### src/rtl/mioc_pattern_engine.sv
// Purpose   : on-chip stimulus table player; drives a register under test, samples it, streams records.
// Latency   : first record valid SETTLE+1 cycles after the APPLY cycle; SETTLE+2 cycles per vector.
// Backpress : cap_ready low parks the engine in EMIT; dut_in and all record fields hold, no sampling.
//
// Ports:
//   i_clk, i_rst          single rising-edge clock, synchronous active-high reset
//   i_cfg_we/addr/wdata   table write port {mask, expect, stim}, honoured only while idle
//   i_cfg_len             vectors per run (0..DEPTH, larger values clamp), sampled on i_start
//   i_start               single-cycle run request, ignored while busy
//   o_busy, o_done        run in progress / one-cycle end-of-run pulse
//   o_dut_in, i_dut_out   registered drive to the DUT / DUT response (synchronous to i_clk)
//   o_cap_*               capture record stream (valid/ready) with index and masked-compare flag
//   o_err_cnt             saturating mismatch count for the current or last run
module mioc_pattern_engine #(
    parameter int IN_W   = 4,
    parameter int OUT_W  = 2,
    parameter int DEPTH  = 16,
    parameter int AW     = 4,
    parameter int SETTLE = 8,
    parameter int ERR_W  = 16
) (
    input  logic                    i_clk,
    input  logic                    i_rst,
    input  logic                    i_cfg_we,
    input  logic [AW-1:0]           i_cfg_addr,
    input  logic [IN_W+2*OUT_W-1:0] i_cfg_wdata,
    input  logic [AW:0]             i_cfg_len,
    input  logic                    i_start,
    output logic                    o_busy,
    output logic                    o_done,
    output logic [IN_W-1:0]         o_dut_in,
    input  logic [OUT_W-1:0]        i_dut_out,
    output logic                    o_cap_valid,
    input  logic                    i_cap_ready,
    output logic [IN_W+OUT_W-1:0]   o_cap_data,
    output logic [AW-1:0]           o_cap_index,
    output logic                    o_cap_mismatch,
    output logic [ERR_W-1:0]        o_err_cnt
);

    localparam int ENT_W = IN_W + 2 * OUT_W;
    localparam int CW    = $clog2(SETTLE + 1);

    localparam logic [2:0] ST_IDLE   = 3'd0;
    localparam logic [2:0] ST_APPLY  = 3'd1;
    localparam logic [2:0] ST_SETTLE = 3'd2;
    localparam logic [2:0] ST_EMIT   = 3'd3;
    localparam logic [2:0] ST_DONE   = 3'd4;

    // Pattern table; deliberately not reset so a host can preload it once.
    logic [ENT_W-1:0]       r_table [DEPTH];

    logic [2:0]             r_state;
    logic [AW-1:0]          r_idx;
    logic [AW-1:0]          r_last;
    logic [CW-1:0]          r_cnt;
    logic [IN_W-1:0]        r_dut_in;
    logic [IN_W+OUT_W-1:0]  r_cap_data;
    logic [AW-1:0]          r_cap_index;
    logic                   r_cap_mismatch;
    logic [ERR_W-1:0]       r_err_cnt;

    logic [ENT_W-1:0]       w_entry;
    logic [IN_W-1:0]        w_stim;
    logic [OUT_W-1:0]       w_expect;
    logic [OUT_W-1:0]       w_mask;
    logic                   w_mismatch;
    logic [AW-1:0]          w_last;
    logic                   w_handshake;

    // The table cannot change while a run is active, so the entry for the
    // current index can be re-read in SETTLE instead of being latched in APPLY.
    assign w_entry  = r_table[r_idx];
    assign w_stim   = w_entry[IN_W-1:0];
    assign w_expect = w_entry[IN_W+OUT_W-1:IN_W];
    assign w_mask   = w_entry[ENT_W-1:IN_W+OUT_W];

    assign w_mismatch  = |((i_dut_out ^ w_expect) & w_mask);
    assign w_handshake = (r_state == ST_EMIT) && i_cap_ready;

    // Index of the final vector; lengths above DEPTH run the whole table.
    assign w_last = (i_cfg_len > (AW+1)'(DEPTH)) ? AW'(DEPTH - 1)
                                                 : AW'(i_cfg_len - (AW+1)'(1));

    always_ff @(posedge i_clk) begin
        if (i_cfg_we && (r_state == ST_IDLE)) begin
            r_table[i_cfg_addr] <= i_cfg_wdata;
        end
    end

    always_ff @(posedge i_clk) begin
        if (i_rst) begin
            r_state        <= ST_IDLE;
            r_idx          <= '0;
            r_last         <= '0;
            r_cnt          <= '0;
            r_dut_in       <= '0;
            r_cap_data     <= '0;
            r_cap_index    <= '0;
            r_cap_mismatch <= 1'b0;
            r_err_cnt      <= '0;
        end else begin
            case (r_state)
                ST_IDLE: begin
                    if (i_start) begin
                        r_err_cnt <= '0;
                        r_idx     <= '0;
                        r_last    <= w_last;
                        r_state   <= (i_cfg_len == '0) ? ST_DONE : ST_APPLY;
                    end
                end
                ST_APPLY: begin
                    r_dut_in <= w_stim;
                    r_cnt    <= CW'(SETTLE);
                    r_state  <= ST_SETTLE;
                end
                ST_SETTLE: begin
                    // r_cnt==1 marks the SETTLE-th cycle with the new drive visible.
                    if (r_cnt == CW'(1)) begin
                        r_cap_data     <= {r_dut_in, i_dut_out};
                        r_cap_index    <= r_idx;
                        r_cap_mismatch <= w_mismatch;
                        if (w_mismatch && (r_err_cnt != {ERR_W{1'b1}})) begin
                            r_err_cnt <= r_err_cnt + ERR_W'(1);
                        end
                        r_state <= ST_EMIT;
                    end else begin
                        r_cnt <= r_cnt - CW'(1);
                    end
                end
                ST_EMIT: begin
                    if (w_handshake) begin
                        if (r_idx == r_last) begin
                            r_state <= ST_DONE;
                        end else begin
                            r_idx   <= r_idx + AW'(1);
                            r_state <= ST_APPLY;
                        end
                    end
                end
                ST_DONE: begin
                    r_state <= ST_IDLE;
                end
                default: begin
                    r_state <= ST_IDLE;
                end
            endcase
        end
    end

    // Status and record valid decode straight from the state register.
    assign o_busy         = (r_state != ST_IDLE);
    assign o_done         = (r_state == ST_DONE);
    assign o_cap_valid    = (r_state == ST_EMIT);
    assign o_dut_in       = r_dut_in;
    assign o_cap_data     = r_cap_data;
    assign o_cap_index    = r_cap_index;
    assign o_cap_mismatch = r_cap_mismatch;
    assign o_err_cnt      = r_err_cnt;

endmodule

### config.mk
export PLATFORM = sky130hd
export DESIGN_NAME = mioc_pattern_engine
export DESIGN_NICKNAME = d
export VERILOG_FILES = /design/src/rtl/mioc_pattern_engine.sv
export SDC_FILE = /design/constraint.sdc
export NUM_CORES = 1
export LEC_CHECK = 0
export CAP_MARGIN = 20
export CORE_ASPECT_RATIO = 1.2
export CORE_MARGIN = 3
export CORE_UTILIZATION = 50
export DETAILED_ROUTE_END_ITERATION = 10
export HOLD_SLACK_MARGIN = 0.15
export PLACE_DENSITY = 0.78
export SKIP_CTS_REPAIR_TIMING = 1
export SLEW_MARGIN = 20
export SYNTH_ARGS = -nofsm -noshare
export SYNTH_HDL_FRONTEND = slang
export SYNTH_SLANG_ARGS = --single-unit
### constraint.sdc
create_clock -name i_clk -period 2.95 [get_ports i_clk]
set_clock_uncertainty 0.1 [all_clocks]
set_input_delay 0.59 -clock i_clk [delete_from_list [all_inputs] [get_ports i_clk]]
set_output_delay 0.59 -clock i_clk [all_outputs]
set_load 0.005 [all_outputs]
==> impl_metrics.toml, run 1 <==
[status]
status = "complete, no violations"

[final_layout]
final_util_pct = 62.6
instances_no_fill = 791
final_area_um2 = 9020
layout_common_cells = "edfxtp_1, clkdlybuf4s50_1, nor2_1, dfxtp_1, buf_4"
final_common_cell = "edfxtp_1"
area_delta_synth_final_pct = 22.0
fin_nets = 633
drive_gt1_share_pct = 19.6
diodes = 0

[floorplanning]
pin_count = 58
rows = 48
die_h_um = 139
start_util_pct = 51.3
fp.coreArea_um2 = 14400
dieWidth_um = 117
die_area_um2 = 16300

[sta]
setup_viol = 0
timing.hold.ws_ns = 0.353
setup_ws_ns = 0.150
fin_crit_ns = 2.80
finalSetupTns_ns = 0
relSlewSlack_pct = 52.0
drv_slew = 0
period_share_pct = 94.9
finalHoldViolCount = 0
rsz0062_at_grt = "no"
tightest_slew_ns = 0.714
fmax_mhz = 357

[setup_path]
end_kind = "flip-flop"
start_kind = "flip-flop"
worst-path-max-fanout = 14
worstPathRequired_ns = 3.18
setup.worst_path.class = "reg -> reg"
r2r_cells = 9
crit_arrival_ns = 3.03

[cts]
cts.sinks = 178
clock_latency_ns = 0.43
htreeDepth = 4
cts_made_buffers = 17
cts_tree = "done"
clock-root-buffer = "clkbuf_16"
clockBufferDepth = 2
clk_pin_slew_ns = 0.07

[routing]
ant_nets = 0
drtIter0Drc = 525
via_count = 4589
viasPerCell = 5.80
wirelength_um = 15600
drc = 0
post_drt_wl_per_cell_um = 19.7
dr.pass1.iters = 5

[power_and_ir_drop]
ir_drop_v = 0.000370
power_density_nw_per_um2 = 649
total_power_mw = 5.85
leakage_nw = 3.04

[placement]
dp_slack_ns = -0.146
placed_area_um2 = 8390
numPlacedInstances = 759
portBuffers = 57
gp_congestion = 0.867
post-dp-hpwl_um = 10500

[synth]
synth.avg_cell_area_um2 = 14.5
synth_ff_type = "edfxtp_1"
syn_area_um2 = 7390
synth-edff-count = 128
synth_nets = 540
yosysSeqAreaShare_pct = 65.5
syn_inst = 510
ys_warn_count = 0
yosysUniqueCellTypes = 54
ys_ff_latch = 178
synthArstFlopShare_pct = 0

[worst_hold_path]
min_path_type = "reg -> reg"
worstHoldPathCells = 2

[global_route]
grt_pass1_wl_um = 24900
grt_max_degree = 26
grt-ovfl-total = 0
antenna_found_initial = 0
grt.total_usage_pct = 20.4
grt_pass1_vias = 4606

[run]
maxCapViolCount = 0
==> critical path, stage by stage, from the launching register on <==
cell	delay [ns]
dfxtp_4	0.48
buf_4	0.18
mux4_2	0.54
nand4b_1	0.12
nand2_1	0.06
or4b_4	0.58
a311oi_4	0.30
buf_12	0.18
o21ai_1	0.09
o41ai_2	0.06
==> per-layer routing <==
metal,up-vias,routed length (um),global-route usage (%)
met3,28,827,4.23
met4,0,362,7.61
li1,2133,-,-
met2,170,8390,34.9
met5,-,0,0
met1,2258,6020,25.4
==> cells in the mapped netlist, drive strengths merged, types with 4 or more instances <==
cell type | n | area share (%)
nand2 | 39 | 2.0
inv | 12 | 0.61
ha | 6 | 1.0
xnor2 | 10 | 1.2
nand3 | 14 | 1.0
a21oi | 18 | 1.2
mux2i | 11 | 1.5
edfxtp | 128 | 52
nand4 | 4 | 0.34
nand2b | 7 | 0.59
mux4 | 34 | 10
xor2 | 5 | 0.59
nor3 | 14 | 0.95
nor2 | 48 | 2.4
clkbuf | 15 | 0.76
buf | 11 | 1.3
dfxtp | 50 | 14
and3 | 7 | 0.59
o41ai | 4 | 0.58
a31oi | 7 | 0.59
o31ai | 4 | 0.41
o21ai | 21 | 1.5
a211oi | 7 | 0.78
==> cells by family after synthesis <==
group                      synth area share (%)
muxes                                      12.0
adders and majority gates                  1.02
xor gates and xnor gates                   1.78
and+or+nand+nor                            10.2
buffers and inverters                      2.64
DFF                                        65.5
AOI/OAI and AO/OA                          6.77
==> registers in the layout, indices dropped and copies added (netlist names), named ones only <==
signal,flops
r_last,4
o_err_cnt,16
r_idx,4
o_cap_mismatch,1
o_cap_data,6
r_state,3
r_table,128
o_dut_in,4
r_cnt,4
o_cap_index,4
==> final timing paths <==
check	from	end	slack (ns)
setup / recovery	flip-flop	o_err_cnt[10]	0.15
hold / removal	o_cap_data[0]	o_cap_data[0]	0.35
setup reg to reg	flip-flop	o_err_cnt[10]	0.15
hold reg to reg	o_cap_data[0]	o_cap_data[0]	0.35
==> report_power, final <==
group	internal [mW]	switching, mW	total, mW
clock network	1.36	1.01	2.37
logic	0.329	0.337	0.666
registers	2.75	0.0670	2.81
==> area by class of cell <==
type                       instances  area (um2)
multi-input combinational        294        2350
clock inverter                    15         198
fill                            1052        5400
timing repair buffer             100         931
tap                              175         219
clock buffer                      17         425
inverter                          12        45.0
sequential                       178        4850
Power figures use the tool's default switching activity.
==> run 2: changes to the inputs <==
- CTS_BUF_LIST: unset -> sky130_fd_sc_hd__clkbuf_8
- GPL_ROUTABILITY_DRIVEN: unset -> 0
- clock period: 2.95 -> 3.18 ns (I/O delays scaled with it)
==> run 2 against run 1 <==
Effect of this change:
- design area down 4.5%
- setup slack better by 0.073 ns
- cell count is 1.8% lower
- register-to-register slack better by 0.07 ns
- hold slack better by 0.0061 ns
- clock power fell by 41%
- utilization fell by 2.8 points
- highest routed layer unchanged
==> impl_metrics.toml, run 2 (synthesis gave the netlist of run 1 again) <==
[final_layout]
nFillCells = 1118
largest_register_ffs = 128
drive_gt1_share_pct = 17.4
seqCellArea_um2 = 4850
final_common_cell = "edfxtp_1"
final_util_pct = 59.7
multi_input_area_um2 = 2350
area_delta_synth_final_pct = 16.5
fin_nets = 619
top_register = "r_table"
diodes = 0
layout_common_cells = "edfxtp_1, clkdlybuf4s50_1, nor2_1, dfxtp_1, nand2_1"
instances_no_fill = 777

[routing]
viasPerCell = 5.74
wirelength_um = 14400
post_drt_wl_per_cell_um = 18.5
drtIter0Drc = 370
via_count = 4458
ant_nets = 0
drc = 0
dr.pass1.iters = 4

[setup_path]
worstPathRequired_ns = 3.43
reg2reg_slack_ns = 0.22
setup.worst_path.class = "reg -> reg"
r2r-start = "o_err_cnt[1]"
r2r_cells = 9
startpoint = "o_err_cnt[1]"
crit_arrival_ns = 3.21
r2r_end = "o_err_cnt[6]"
start_kind = "flip-flop"
end_kind = "flip-flop"
worst-path-max-fanout = 12
crit_end = "o_err_cnt[6]"

[run]
maxCapViolCount = 0

[sta]
fmax_mhz = 338
setup_viol = 0
finalHoldViolCount = 0
fin_crit_ns = 2.96
drv_slew = 0
relSlewSlack_pct = 54.2
setup_ws_ns = 0.223
tightest_slew_ns = 0.681
rsz0062_at_grt = "no"
period_share_pct = 93.0
finalSetupTns_ns = 0

[cts]
cts.sinks = 178
clock-root-buffer = "clkbuf_8"
clk_pin_slew_ns = 0.09
cts_tree = "done"
clock_latency_ns = 0.46
clockBufferDepth = 2
cts_made_buffers = 17
htreeDepth = 4

[power_and_ir_drop]
leakage_nw = 2.84
total_power_mw = 4.56
ir_drop_v = 0.000299
power_density_nw_per_um2 = 530

[global_route]
grt_max_degree = 34
grt_pass1_vias = 4516
grt_pass1_wl_um = 22800
antenna_found_initial = 0
grt.total_usage_pct = 18.6
grt-ovfl-total = 0

[floorplanning]
die_h_um = 139
fp.coreArea_um2 = 14400
start_util_pct = 51.3
rows = 48
die_area_um2 = 16300
dieWidth_um = 117
pin_count = 58

[worst_hold_path]
min_path_type = "reg -> reg"

[placement]
post-dp-hpwl_um = 10300
numPlacedInstances = 745
dp_slack_ns = -0.0825
portBuffers = 57

[status]
status = "complete, no violations"
==> run 2: worst min-delay path by stage <==
stage | startpoint | end | slack (ns) | cells after the start
after detailed placement | o_cap_index[0] | o_cap_index[0] | 0.35 | 2
after global placement | o_cap_data[0] | o_cap_data[0] | 0.35 | 2
after global routing | o_cap_index[1] | o_cap_index[1] | 0.39 | 2
after floorplan | o_cap_data[0] | o_cap_data[0] | 0.35 | 2
after CTS | o_cap_index[0] | o_cap_index[0] | 0.36 | 2
final | o_cap_index[0] | o_cap_index[0] | 0.36 | 2
==> run 2: through the flow <==
stage	hold slack (ns)	instance area (um2)
3_3_place_gp	0.346	8250
2_1_floorplan	0.353	7390
3_5_place_dp	0.348	8250
6_report	0.359	8610
5_1_grt	0.389	8610
4_1_cts	0.362	8610
==> run 2: final cells by class <==
cell class | count | area share (%)
Tap cell | 175 | 2.54
Sequential cell | 178 | 56.3
Timing Repair Buffer | 86 | 9.16
Clock buffer | 17 | 2.72
Multi-Input combinational cell | 294 | 27.3
Inverter | 12 | 0.523
Clock inverter | 15 | 1.42
==> run 2: routing by layer <==
| metal | global-route usage [%] | vias up | part of all wire (%) |
|---|---|---|---|
| met5 | 0 | - | 0 |
| met4 | 6.64 | 0 | 1.2 |
| met3 | 3.93 | 17 | 4.7 |
| met2 | 32.0 | 117 | 55 |
| met1 | 22.8 | 2214 | 39 |
| li1 | - | 2110 | - |
==> run 2: worst max-delay path, cell delays in order, from the launching register on <==
cell,delay [ns]
dfxtp_1,0.41
ha_1,0.24
nand3_1,0.16
nor4_1,0.65
and3_1,0.31
a31oi_1,0.24
a311oi_4,0.35
buf_4,0.23
o21ai_1,0.09
o41ai_1,0.07
==> run 2: report_power, final <==
group	leakage, nW	switching (mW)	total (mW)	internal, mW
clock network	0.179	0.830	1.39	0.562
logic	1.10	0.291	0.556	0.265
registers	1.56	0.0657	2.61	2.55
==> run 3: changes to the inputs <==
- CTS_CLUSTER_DIAMETER: unset -> 60
==> results of run 3 <==
No change in the layout: final DEF, timing and power equal those of run 2.
